==> config.mk <==
export PLATFORM = sky130hd
export DESIGN_NAME = msk_g4mul_hpc3_feeder
export DESIGN_NICKNAME = d
export VERILOG_FILES = /design/src/rtl/msk_g4mul_hpc3_feeder.sv
export SDC_FILE = /design/constraint.sdc
export NUM_CORES = 1
export LEC_CHECK = 0
export ABC_AREA = 1
export CORE_MARGIN = 3
export CORE_UTILIZATION = 55
export CTS_BUF_LIST = sky130_fd_sc_hd__clkbuf_8
export DETAILED_ROUTE_END_ITERATION = 12
export PLACE_DENSITY = 0.82
export SLEW_MARGIN = 5
export SYNTH_ARGS = -nofsm -noshare
export SYNTH_HDL_FRONTEND = slang
export SYNTH_HIERARCHICAL = 1
export SYNTH_SLANG_ARGS = --single-unit
==> constraint.sdc <==
create_clock -name clk -period 2.2 [get_ports clk]
set_input_delay 0.44 -clock clk [delete_from_list [all_inputs] [get_ports clk]]
set_output_delay 0.44 -clock clk [all_outputs]
set_load 0.05 [all_outputs]
==> src/rtl/msk_g4mul_hpc3_feeder.sv <==
// -----------------------------------------------------------------------------
// msk_g4mul_hpc3_feeder
//   Feeder and capture stage around the HPC3 masked GF(4) multiplier gadget
//   (MSKg4mul_hpc3, latency 1). Operand shares are taken in with a valid/ready
//   handshake. The gadget fires once a randomness beat is available. The shared
//   product is registered and offered downstream with valid/ready.
//
//   GF(4) elements are {bit1, bit0} in polynomial basis modulo x^2 + x + 1.
//
// Ports
//   clk                clock, all state on rising edge
//   rst_n              synchronous active-low reset
//   in_valid/in_ready  operand handshake
//   in_a0/in_a1        shares of bit0/bit1 of operand a (d bits each)
//   in_b0/in_b1        shares of bit0/bit1 of operand b (d bits each)
//   rnd_in             fresh randomness (RND_W bits)
//   rnd_valid/ready    randomness handshake (one beat per multiplication)
//   out_valid/ready    product handshake
//   out0/out1          shares of bit0/bit1 of the product
//   busy               high whenever not IDLE
//   op_count           completed output handshakes, wraps at 16 bits
// -----------------------------------------------------------------------------
module msk_g4mul_hpc3_feeder #(
  parameter int d     = 2,
  parameter int RND_W = 2*d*(d-1)
) (
  input  logic             clk,
  input  logic             rst_n,
  input  logic             in_valid,
  output logic             in_ready,
  input  logic [d-1:0]     in_a0,
  input  logic [d-1:0]     in_a1,
  input  logic [d-1:0]     in_b0,
  input  logic [d-1:0]     in_b1,
  input  logic [RND_W-1:0] rnd_in,
  input  logic             rnd_valid,
  output logic             rnd_ready,
  output logic             out_valid,
  input  logic             out_ready,
  output logic [d-1:0]     out0,
  output logic [d-1:0]     out1,
  output logic             busy,
  output logic [15:0]      op_count
);

  typedef enum logic [1:0] {IDLE, LOAD, MUL, OUT} state_t;

  state_t           state_reg, state_next;
  logic [d-1:0]     a0_reg, a1_reg, b0_reg, b1_reg;
  logic [d-1:0]     aprev0_reg, aprev1_reg;
  logic [d-1:0]     out0_reg, out1_reg;
  logic [15:0]      op_count_reg;

  logic             fire;
  logic             capture_in, capture_out, count_en;
  logic [d-1:0]     gad_ina0, gad_ina1, gad_inb0, gad_inb1;
  logic [RND_W-1:0] gad_rnd;
  logic [d-1:0]     gad_out0, gad_out1;

  always_comb begin
    state_next  = state_reg;
    in_ready    = 1'b0;
    rnd_ready   = 1'b0;
    out_valid   = 1'b0;
    fire        = 1'b0;
    capture_in  = 1'b0;
    capture_out = 1'b0;
    count_en    = 1'b0;
    case (state_reg)
      IDLE: begin
        in_ready = 1'b1;
        if (in_valid) begin
          capture_in = 1'b1;
          state_next = LOAD;
        end
      end
      LOAD: begin
        rnd_ready = 1'b1;
        fire      = rnd_valid;
        if (rnd_valid) state_next = MUL;
      end
      MUL: begin
        capture_out = 1'b1;
        state_next  = OUT;
      end
      OUT: begin
        out_valid = 1'b1;
        if (out_ready) begin
          count_en   = 1'b1;
          state_next = IDLE;
        end
      end
      default: state_next = IDLE;
    endcase
  end

  // Shares reach the gadget only in the firing cycle; at all other times
  // the gadget sees zeros so that idle operands do not toggle its logic.
  assign gad_ina0 = {d{fire}} & a0_reg;
  assign gad_ina1 = {d{fire}} & a1_reg;
  assign gad_inb0 = {d{fire}} & b0_reg;
  assign gad_inb1 = {d{fire}} & b1_reg;
  assign gad_rnd  = {RND_W{fire}} & rnd_in;

  always_ff @(posedge clk) begin
    if (!rst_n) begin
      state_reg    <= IDLE;
      a0_reg       <= '0;
      a1_reg       <= '0;
      b0_reg       <= '0;
      b1_reg       <= '0;
      aprev0_reg   <= '0;
      aprev1_reg   <= '0;
      out0_reg     <= '0;
      out1_reg     <= '0;
      op_count_reg <= '0;
    end else begin
      state_reg  <= state_next;
      // Delayed copy of the gadget a input; in MUL it holds the fired shares.
      aprev0_reg <= gad_ina0;
      aprev1_reg <= gad_ina1;
      if (capture_in) begin
        a0_reg <= in_a0;
        a1_reg <= in_a1;
        b0_reg <= in_b0;
        b1_reg <= in_b1;
      end
      if (capture_out) begin
        out0_reg <= gad_out0;
        out1_reg <= gad_out1;
        a0_reg   <= '0;
        a1_reg   <= '0;
        b0_reg   <= '0;
        b1_reg   <= '0;
      end
      if (count_en) op_count_reg <= op_count_reg + 16'd1;
    end
  end

  assign out0     = out0_reg;
  assign out1     = out1_reg;
  assign op_count = op_count_reg;
  assign busy     = (state_reg != IDLE);

  MSKg4mul_hpc3 #(.d(d), .RND_W(RND_W)) u_gadget (
    .clk       (clk),
    .ina0      (gad_ina0),
    .ina1      (gad_ina1),
    .inb0      (gad_inb0),
    .inb1      (gad_inb1),
    .ina0_prev (aprev0_reg),
    .ina1_prev (aprev1_reg),
    .rnd       (gad_rnd),
    .out0      (gad_out0),
    .out1      (gad_out1)
  );

endmodule

// -----------------------------------------------------------------------------
// MSKg4mul_hpc3
//   HPC3-style masked GF(4) multiplier, latency 1. Each share is a GF(4)
//   element {in*1[i], in*0[i]}. For every share pair i<j one 4-bit slice of
//   rnd supplies r (bits [1:0]) and r' (bits [3:2]).
//     z_i = a'_i*Reg(b_i) ^ sum_{j!=i} ( Reg(a_i*(b_j^r_ij) ^ r'_ij) ^ a'_i*Reg(r_ij) )
//   where a'_i is ina*_prev, the a shares presented one cycle later. The r
//   terms cancel inside each cross product and r' cancels across shares.
// Ports
//   clk              clock
//   ina0/ina1        a shares (bit0/bit1), inb0/inb1 b shares
//   ina0_prev/1_prev a shares delayed by one cycle
//   rnd              fresh randomness, RND_W bits
//   out0/out1        product shares, valid one cycle after inputs
// -----------------------------------------------------------------------------
module MSKg4mul_hpc3 #(
  parameter int d     = 2,
  parameter int RND_W = 2*d*(d-1)
) (
  input  logic             clk,
  input  logic [d-1:0]     ina0,
  input  logic [d-1:0]     ina1,
  input  logic [d-1:0]     inb0,
  input  logic [d-1:0]     inb1,
  input  logic [d-1:0]     ina0_prev,
  input  logic [d-1:0]     ina1_prev,
  input  logic [RND_W-1:0] rnd,
  output logic [d-1:0]     out0,
  output logic [d-1:0]     out1
);

  localparam int NP = d*(d-1)/2;

  function automatic logic [1:0] gf4_mul(input logic [1:0] x, input logic [1:0] y);
    gf4_mul = {(x[1] & y[1]) ^ (x[1] & y[0]) ^ (x[0] & y[1]),
               (x[0] & y[0]) ^ (x[1] & y[1])};
  endfunction

  // Index of unordered share pair {i,j} among the NP pairs.
  function automatic int pidx(input int i, input int j);
    int lo, hi;
    lo = (i < j) ? i : j;
    hi = (i < j) ? j : i;
    pidx = lo*d - (lo*(lo+1))/2 + (hi - lo - 1);
  endfunction

  logic [1:0] a_sh [d];
  logic [1:0] ap_sh[d];
  logic [1:0] b_sh [d];
  logic [1:0] b_reg[d];
  logic [1:0] r_reg[NP];
  logic [1:0] cross_reg[d][d];
  logic [1:0] z[d];

  generate
    for (genvar gi = 0; gi < d; gi++) begin : g_share
      assign a_sh[gi]  = {ina1[gi], ina0[gi]};
      assign ap_sh[gi] = {ina1_prev[gi], ina0_prev[gi]};
      assign b_sh[gi]  = {inb1[gi], inb0[gi]};
      assign out0[gi]  = z[gi][0];
      assign out1[gi]  = z[gi][1];
    end
  endgenerate

  always_ff @(posedge clk) begin
    for (int i = 0; i < d; i++) begin
      b_reg[i] <= b_sh[i];
      for (int j = 0; j < d; j++) begin
        if (i == j) cross_reg[i][j] <= '0;
        else cross_reg[i][j] <= gf4_mul(a_sh[i], b_sh[j] ^ rnd[4*pidx(i, j) +: 2])
                                ^ rnd[4*pidx(i, j) + 2 +: 2];
      end
    end
    for (int p = 0; p < NP; p++) r_reg[p] <= rnd[4*p +: 2];
  end

  always_comb begin
    for (int i = 0; i < d; i++) begin
      z[i] = gf4_mul(ap_sh[i], b_reg[i]);
      for (int j = 0; j < d; j++) begin
        z[i] = z[i] ^ cross_reg[i][j];
        if (i != j) z[i] = z[i] ^ gf4_mul(ap_sh[i], r_reg[pidx(i, j)]);
      end
    end
  end

endmodule
; Word level (Yosys, flattened, before mapping)
; Memory sizes are Yosys's and may differ from the RTL's.
; Index checks and enable logic that the tools add are counted.
[word_totals]
ff_bits = 34
latch_bits = 0
ramBits = 14
romBits = 0
inputBits = 17
elab_cells = 95
memories = 3
[memory_table]
columns = memory, depth, word_bits, read_ports, rd_clocked_by_memory_dff, wr, line
row1 = u_gadget.cross_reg, 2, 4, 2, 0, 2, 211  ; logic [1:0] cross_reg[d][d];
row2 = u_gadget.b_reg, 2, 2, 2, 0, 2, 209  ; logic [1:0] b_reg[d];
row3 = u_gadget.r_reg, 1, 2, 1, 0, 1, 210  ; logic [1:0] r_reg[NP];
[classes]
add_sub_neg = 1
mul = 0
div = 0
n_lt_le_gt_ge = 0
eq_ne = 6
n_shift = 0
muxes = 13
n_bitwise = 58
n_reduce_logical = 4
[op_table]
columns = op, n
row1 = $and A1 B1 Y1, 24
row2 = $xor A2 B2 Y2, 10
row3 = $xor A1 B1 Y1, 18
row4 = $add A16 B1 Y16 const B, 1
row5 = $mux W1, 9
row6 = $and A2 B2 Y2, 4
row7 = $pmux W2 S4, 1
row8 = $mux W2, 3
row9 = $ne A2 B2 Y1 const B, 3
row10 = $and A4 B4 Y4, 1
row11 = $eq A2 B2 Y1 const B, 2
row12 = $reduce_and A3 Y1, 1
row13 = $eq A2 B1 Y1 const B, 1
row14 = $logic_not A2 Y1, 1
row15 = $reduce_bool A2 Y1, 1
row16 = $reduce_or A2 Y1, 1
row17 = $not A1 Y1, 1

; Longest topological paths before layout
; Gate-level depths: netlist (run 1).
[logic_depth]
word_depth = 8
mapped_depth = 14

; Modules after synthesis
; The synthesis (run 1) kept the hierarchy.
[by_module_without_submodules]
columns = mod, n_inst, cells_each, area_each_um2
row1 = msk_g4mul_hpc3_feeder, 1, 229, 1600.3
row2 = MSKg4mul_hpc3, 1, 149, 792.0

; Worst setup path before layout (run 1)
; No wires, ideal clock.
[synth_timing]
kind = reg-to-reg
start = register state_reg[1]
end = memory u_gadget/cross_reg[1][2] in the netlist's numbering
arrival_ns = 2.031
t_required_ns = 2.086
setup_slack_ns = 0.055
stages_incl_launch_ff = 13
n_path_buf = 1
period_less_slack_ns = 2.145
path_cell_list = dfxtp_1 -> inv_1 -> ha_1 -> nand2_1 -> clkbuf_1 -> nor2_1 -> inv_2 -> nand2_1 -> nand2_1 -> o21ai_1 -> nand2_1 -> nand2_1 -> nand2_1
[synth_lines]
columns = item, line
row1 = "start, declared", 48  ; state_t state_reg, state_next;
row2 = "start signal, assigned", 118  ; state_reg <= state_next;
row3 = "end, declared", 211

; Worst setup path in the final report (run 1)
[layout_timing]
start = register op_count_reg[5] (netlist: op_count[5])
end = output op_count[5]
[layout_lines]
columns = item, line
row1 = "start, declared", 52  ; logic [15:0] op_count_reg;
row2 = "start signal, assigned", 136  ; if (count_en) op_count_reg <= op_count_reg + 16'd1;
row3 = "end, declared", 43  ; output logic [15:0] op_count
; No word-level cell between the ends.

==> impl_metrics.yaml, run 1 <==
worst_setup_path:
  cp_top_family: "buffers and inverters"
  rr_worst_depth: 11
  cp_slowest_cell: "clkdlybuf4s50_1"
  rrSetupSlack_ns: 0.35
  worstPathCellList: "clkdlybuf4s50_1"
  critPathBufInv: 1
  timing_worst_setup_path_type: "reg -> out"
  crit_path_start_kind: "flop"
  cp-end-kind: "output pin"
  max_stage_delay_ns: 0.85
  reg2reg_to: "u_gadget/cross_reg[1][2]"
  cp_data_arrival_time_ns: 1.60
  r2r_start: "state_reg[1]"
  cp_max_fo: 6
  critPathRequiredTime_ns: 1.76
yosys:
  synth_top_family_by_area: "simple AND/OR/NAND/NOR gates"
  synth_mux_area_share_pct: 0
  synth_area_um2: 2390
  yosys.area_share.xor_xnor_pct: 0.732
  syn-num-nets: 400
  synth.distinct_cells: 25
  synth_fa_ha_area_share_pct: 2.62
  syn_inst: 378
  yosys_warnings: 6
  synthArstFlopShare_pct: 0
  avgSynthCellArea_um2: 6.33
  synth_simple_gate_area_share_pct: 38.9
  synth_compound_area_share_pct: 9.41
  synth_edf_count: 0
  synthFlopType: "dfxtp_1"
  ys_seq_elements: 44
  ys_seq_area_share_pct: 36.8
run:
  drv_cap: 0
drt:
  routed_wl_mm: 4.94
  ant_nets: 0
  dr.pass1.iters: 4
  drtIter0Drc: 110
  drc: 0
  viasPerCell: 4.97
  wire_per_inst_um: 10.5
  via_count: 2334
placed_design:
  place.gp.congestion: 0.894
  dp.cells: 465
  dp_hpwl_mm: 3.83
  port_buffers: 40
floorplanning:
  ios: 41
  initial_core_util_pct: 58.5
  dieHeight_um: 72.0
  core.rowCount: 23
  die_w_um: 72.0
  coreArea_um2: 4090
  die_area_um2: 5180
layout:
  largest_reg_flops: 16
  layout.nets: 444
  final_cells: 470
  area_growth_pct: 21.2
  drive_gt1_share_pct: 6.90
  layout_commonest_cell: "nand2_1"
  mostFrequentLayoutCells: "nand2_1, inv_1, nor2_1"
  n_antenna_cell: 0
power_and_ir_drop:
  leakage_nw: 1.26
  peakVddDrop_v: 0.000935
  p_per_area_nw_per_um2: 819
sta:
  fmax_mhz: 490
  hold_slack_ns: 0.455
  skew_ns: 0.00470
  slew_viol_final: 0
  finalCritPeriodShare_pct: 92.7
  rsz0062_at_grt: "no"
  slew_headroom_pct: 66.5
  tns_ns: 0
  hold_viol: 0
  tightest_slew_ns: 0.500
  setup_viol: 0
  period_minus_slack_ns: 2.04
run_status:
  status: "complete, no violations"
grt:
  grt_max_degree: 22
  grt_util_all_layers_pct: 20.3
  antenna_found_initial: 0
  grt_pass1_wl_mm: 8.32
  grt-ovfl-total: 0
  grt_pass1_vias: 1957
cts:
  clk_path_buf_depth: 2
  cts_buffers: 5
  clkLatencyLatePin_ns: 0.29
  cts_max_level: 2
  ctsHoldBuffers: 0
  cts.sinks: 44
  cts-root-buf: "clkbuf_8"
  cts_resized: 0
  path_clk_slew_ns: 0.07
  post_cts_buffers: 0
  tritoncts: "done"
min_path:
  hold_path_end: "b0_reg[1]"
  hold_path_class: "reg -> reg"
  holdPathStages: 2
  min_from: "b0_reg[1]"
## where the power goes
group | switching, mW | internal, mW
clock | 0.254 | 0.205
sequential | 0.0653 | 0.922
combinational | 0.627 | 0.300
## cell families after synthesis
logic type / after synthesis
flip-flops: 44
buffers and inverters: 71
AND/OR/NAND/NOR: 214
adder cells (fa/ha/maj): 5
AO/OA/AOI/OAI: 42
XOR/XNOR: 2
## cell usage after synthesis (3+ instances only)
master / instances / area (um^2)
a211oi_1: 3 / 22.5
a21oi_1: 15 / 75.1
dfxtp_1: 44 / 881
ha_1: 5 / 62.6
inv_1: 61 / 229
inv_2: 5 / 18.8
nand2_1: 114 / 428
nand2_2: 5 / 31.3
nand3_1: 17 / 85.1
nand3b_1: 4 / 30.0
nand4_1: 12 / 75.1
nor2_1: 48 / 180
nor2_2: 4 / 25.0
nor2_4: 3 / 33.8
nor3_1: 6 / 30.0
o21ai_0: 18 / 90.1
o21ai_1: 3 / 15.0
## stage by stage
stage | cell area [um^2] | utilization [%] | total power [mW] | setup slack, ns
6_report | 2900 | 71.0 | 2.37 | 0.160
5_1_grt | 2900 | 71.0 | 2.53 | 0.109
4_1_cts | 2900 | 71.0 | 2.39 | 0.151
3_5_place_dp | 2830 | 69.3 | 1.93 | 0.0828
3_3_place_gp | 2830 | 69.3 | 1.92 | 0.122
2_1_floorplan | 2390 | - | 1.69 | 0.0548
## worst max path at each step
stage / from / endpoint / depth (start not counted)
after CTS: op_count[5] / op_count[5] / 1
after global placement: rnd_valid / u_gadget/cross_reg[1][2] / 10
after floorplan: state_reg[1] / u_gadget/cross_reg[1][2] / 12
after detailed placement: rnd_valid / u_gadget/cross_reg[0][1] / 12
after global routing: state_reg[1] / u_gadget/cross_reg[1][3] / 13
final: op_count[5] / op_count[5] / 1
## cell type report
type,count,area [um^2]
fillers,358,1190
inverters,66,248
clock buffers,5,68.8
multi-input cells,263,1230
well taps,50,62.6
flip-flops and latches,44,881
repair buffers,42,405
## metal layers
layer  global-route usage [%]  share of wire, %
met1                     27.2                49
met2                     31.3                44
met3                     4.71               5.5
met4                     8.77               2.0
met5                        0                 0
(Power assumes the default switching activity.)
==> run 2, diff against run 1 <==
- CORE_MARGIN: 3 -> 2
==> run 2 against run 1 <==
  * Register-to-register slack improved by 0.06 ns
  * Non-clock buffer count rose by 1
  * Wire length rose by 4.3%
  * Largest cell class unchanged
  * Final cell count rose by 0.85%
  * Critical path type unchanged
  * Combinational power rose by 2%
  * Power rose by 2.6%
  * Sequential cell count did not move
  * Largest power group unchanged
  * Die area fell by 5.5%
  * First-iteration DRC count fell by 19%
  * Clock power rose by 11%
  * Final area rose by 0.99%
  * Highest routed layer unchanged
  * Critical path depth did not move
==> impl_metrics.yaml, run 2 (same netlist as run 1, synthesis figures left out) <==
cts:
  cts-root-buf: "clkbuf_8"
  path_clk_slew_ns: 0.08
  cts_resized: 0
  cts.sinks: 44
  clk_path_buf_depth: 2
  cts_max_level: 2
  clkLatencyLatePin_ns: 0.29
  tritoncts: "done"
  cts_buffers: 5
  post_cts_buffers: 0
  ctsHoldBuffers: 0
power_and_ir_drop:
  leakage_nw: 1.28
  switching_share_pct: 39.5
  combPwrFrac_pct: 38.7
  peakVddDrop_v: 0.000800
  power_mw: 2.44
  internal_power_mw: 1.47
  p_per_area_nw_per_um2: 832
  power_frac_seq_pct: 40.5
  pwr-share-clk_pct: 20.9
  switching_power_mw: 0.962
grt:
  grt_pass1_wl_mm: 9.16
  grt-ovfl-total: 0
  grt_pass1_vias: 2139
  antenna_found_initial: 0
  grt_util_all_layers_pct: 22.7
  grt_max_degree: 22
sta:
  fmax_mhz: 485
  slew_headroom_pct: 65.4
  tightest_slew_ns: 0.517
  slew_viol_final: 0
  rsz0062_at_grt: "no"
  hold_viol: 0
  finalCritPeriodShare_pct: 93.7
  skew_ns: 0.00557
  tns_ns: 0
  hold_slack_ns: 0.454
  period_minus_slack_ns: 2.06
  fin_ws_ns: 0.139
  setup_viol: 0
floorplanning:
  dieHeight_um: 70.0
  ios: 41
  initial_core_util_pct: 58.5
  die_area_um2: 4890
  coreArea_um2: 4090
  die_w_um: 70.0
  core.rowCount: 23
run_status:
  status: "complete, no violations"
worst_setup_path:
  cp_top_family: "buffers and inverters"
  cp_max_fo: 6
  worstPathCellList: "clkdlybuf4s50_1"
  critPathRequiredTime_ns: 1.76
  timing_worst_setup_path_type: "reg -> out"
  cp-end-kind: "output pin"
  crit_path_start_kind: "flop"
  cp_data_arrival_time_ns: 1.62
  cp_slowest_cell: "clkdlybuf4s50_1"
  max_stage_delay_ns: 0.86
  critPathBufInv: 1
layout:
  regArea_um2: 881
  layout_commonest_cell: "nand2_1"
  n_antenna_cell: 0
  multi_input_area_um2: 1230
  mostFrequentLayoutCells: "nand2_1, inv_1, nor2_1"
  area_growth_pct: 22.4
  drive_gt1_share_pct: 7.31
  largest_reg_flops: 16
  num-fill-cells: 366
  final_util_pct: 71.7
  layout.nets: 445
drt:
  drtIter0Drc: 89
  ant_nets: 0
  viasPerCell: 5.00
  via_count: 2372
  dr.pass1.iters: 5
  wire_per_inst_um: 10.9
  routed_wl_mm: 5.15
  drc: 0
placed_design:
  post-place-ws_ns: 0.122
  place.gp.congestion: 0.815
  dp_hpwl_mm: 4.06
  port_buffers: 40
min_path:
  hold_path_class: "reg -> reg"
run:
  drv_cap: 0
[run 2: cell count changes in the layout (fill, tap and decap cells not counted), sizes merged]
cell    delta
inv        +2
buf        +1
clkbuf     +1
[run 2: final timing paths]
check,depth (start not counted),to,from,slack [ns]
setup / recovery,1,op_count[5],op_count[5],0.14
hold / removal,2,b0_reg[0],b0_reg[0],0.45
setup reg to reg,11,u_gadget/cross_reg[1][2],state_reg[1],0.41
hold reg to reg,2,b0_reg[0],b0_reg[0],0.45
[run 2: final cells by class]
class | count | share of cell area [%]
flip-flops and latches | 44 | 30.1
clock buffers | 6 | 2.82
clock inverters | 2 | 0.256
inverters | 66 | 8.46
multi-input cells | 263 | 42.2
well taps | 50 | 2.14
repair buffers | 43 | 14.1
[run 2: worst register-to-register path, delay by kind of cell, from the launching register on]
family,cells,cell delay (ns)
and+or+nand+nor,7,0.81
DFF,1,0.33
adders and majority gates,1,0.20
AOI/OAI and AO/OA,1,0.19
buffers and inverters,2,0.16
[run 2: power groups by stage]
stage	sequential [mW]	clock, mW	combinational (mW)
detailed placement	1.01	0	0.943
global placement	1.00	0	0.925
finish	0.986	0.508	0.943
CTS	0.987	0.524	0.946
floorplan	1.10	0	0.599
global route	1.00	0.551	1.05
[run 2: per-stage QoR]
step                cells  cell area [um^2]
floorplan             378              2390
global placement      466              2840
detailed placement    466              2840
CTS                   474              2930
global route          474              2930
finish                474              2930
[run 2: routing by layer]
metal  up-vias  GRT usage (%)  share of wire [%]
met5         -              0                  0
met4         0           7.69               0.99
met3         6           5.05                5.4
met2        75           37.8                 46
met1      1030           29.0                 47
li1       1261              -                  -
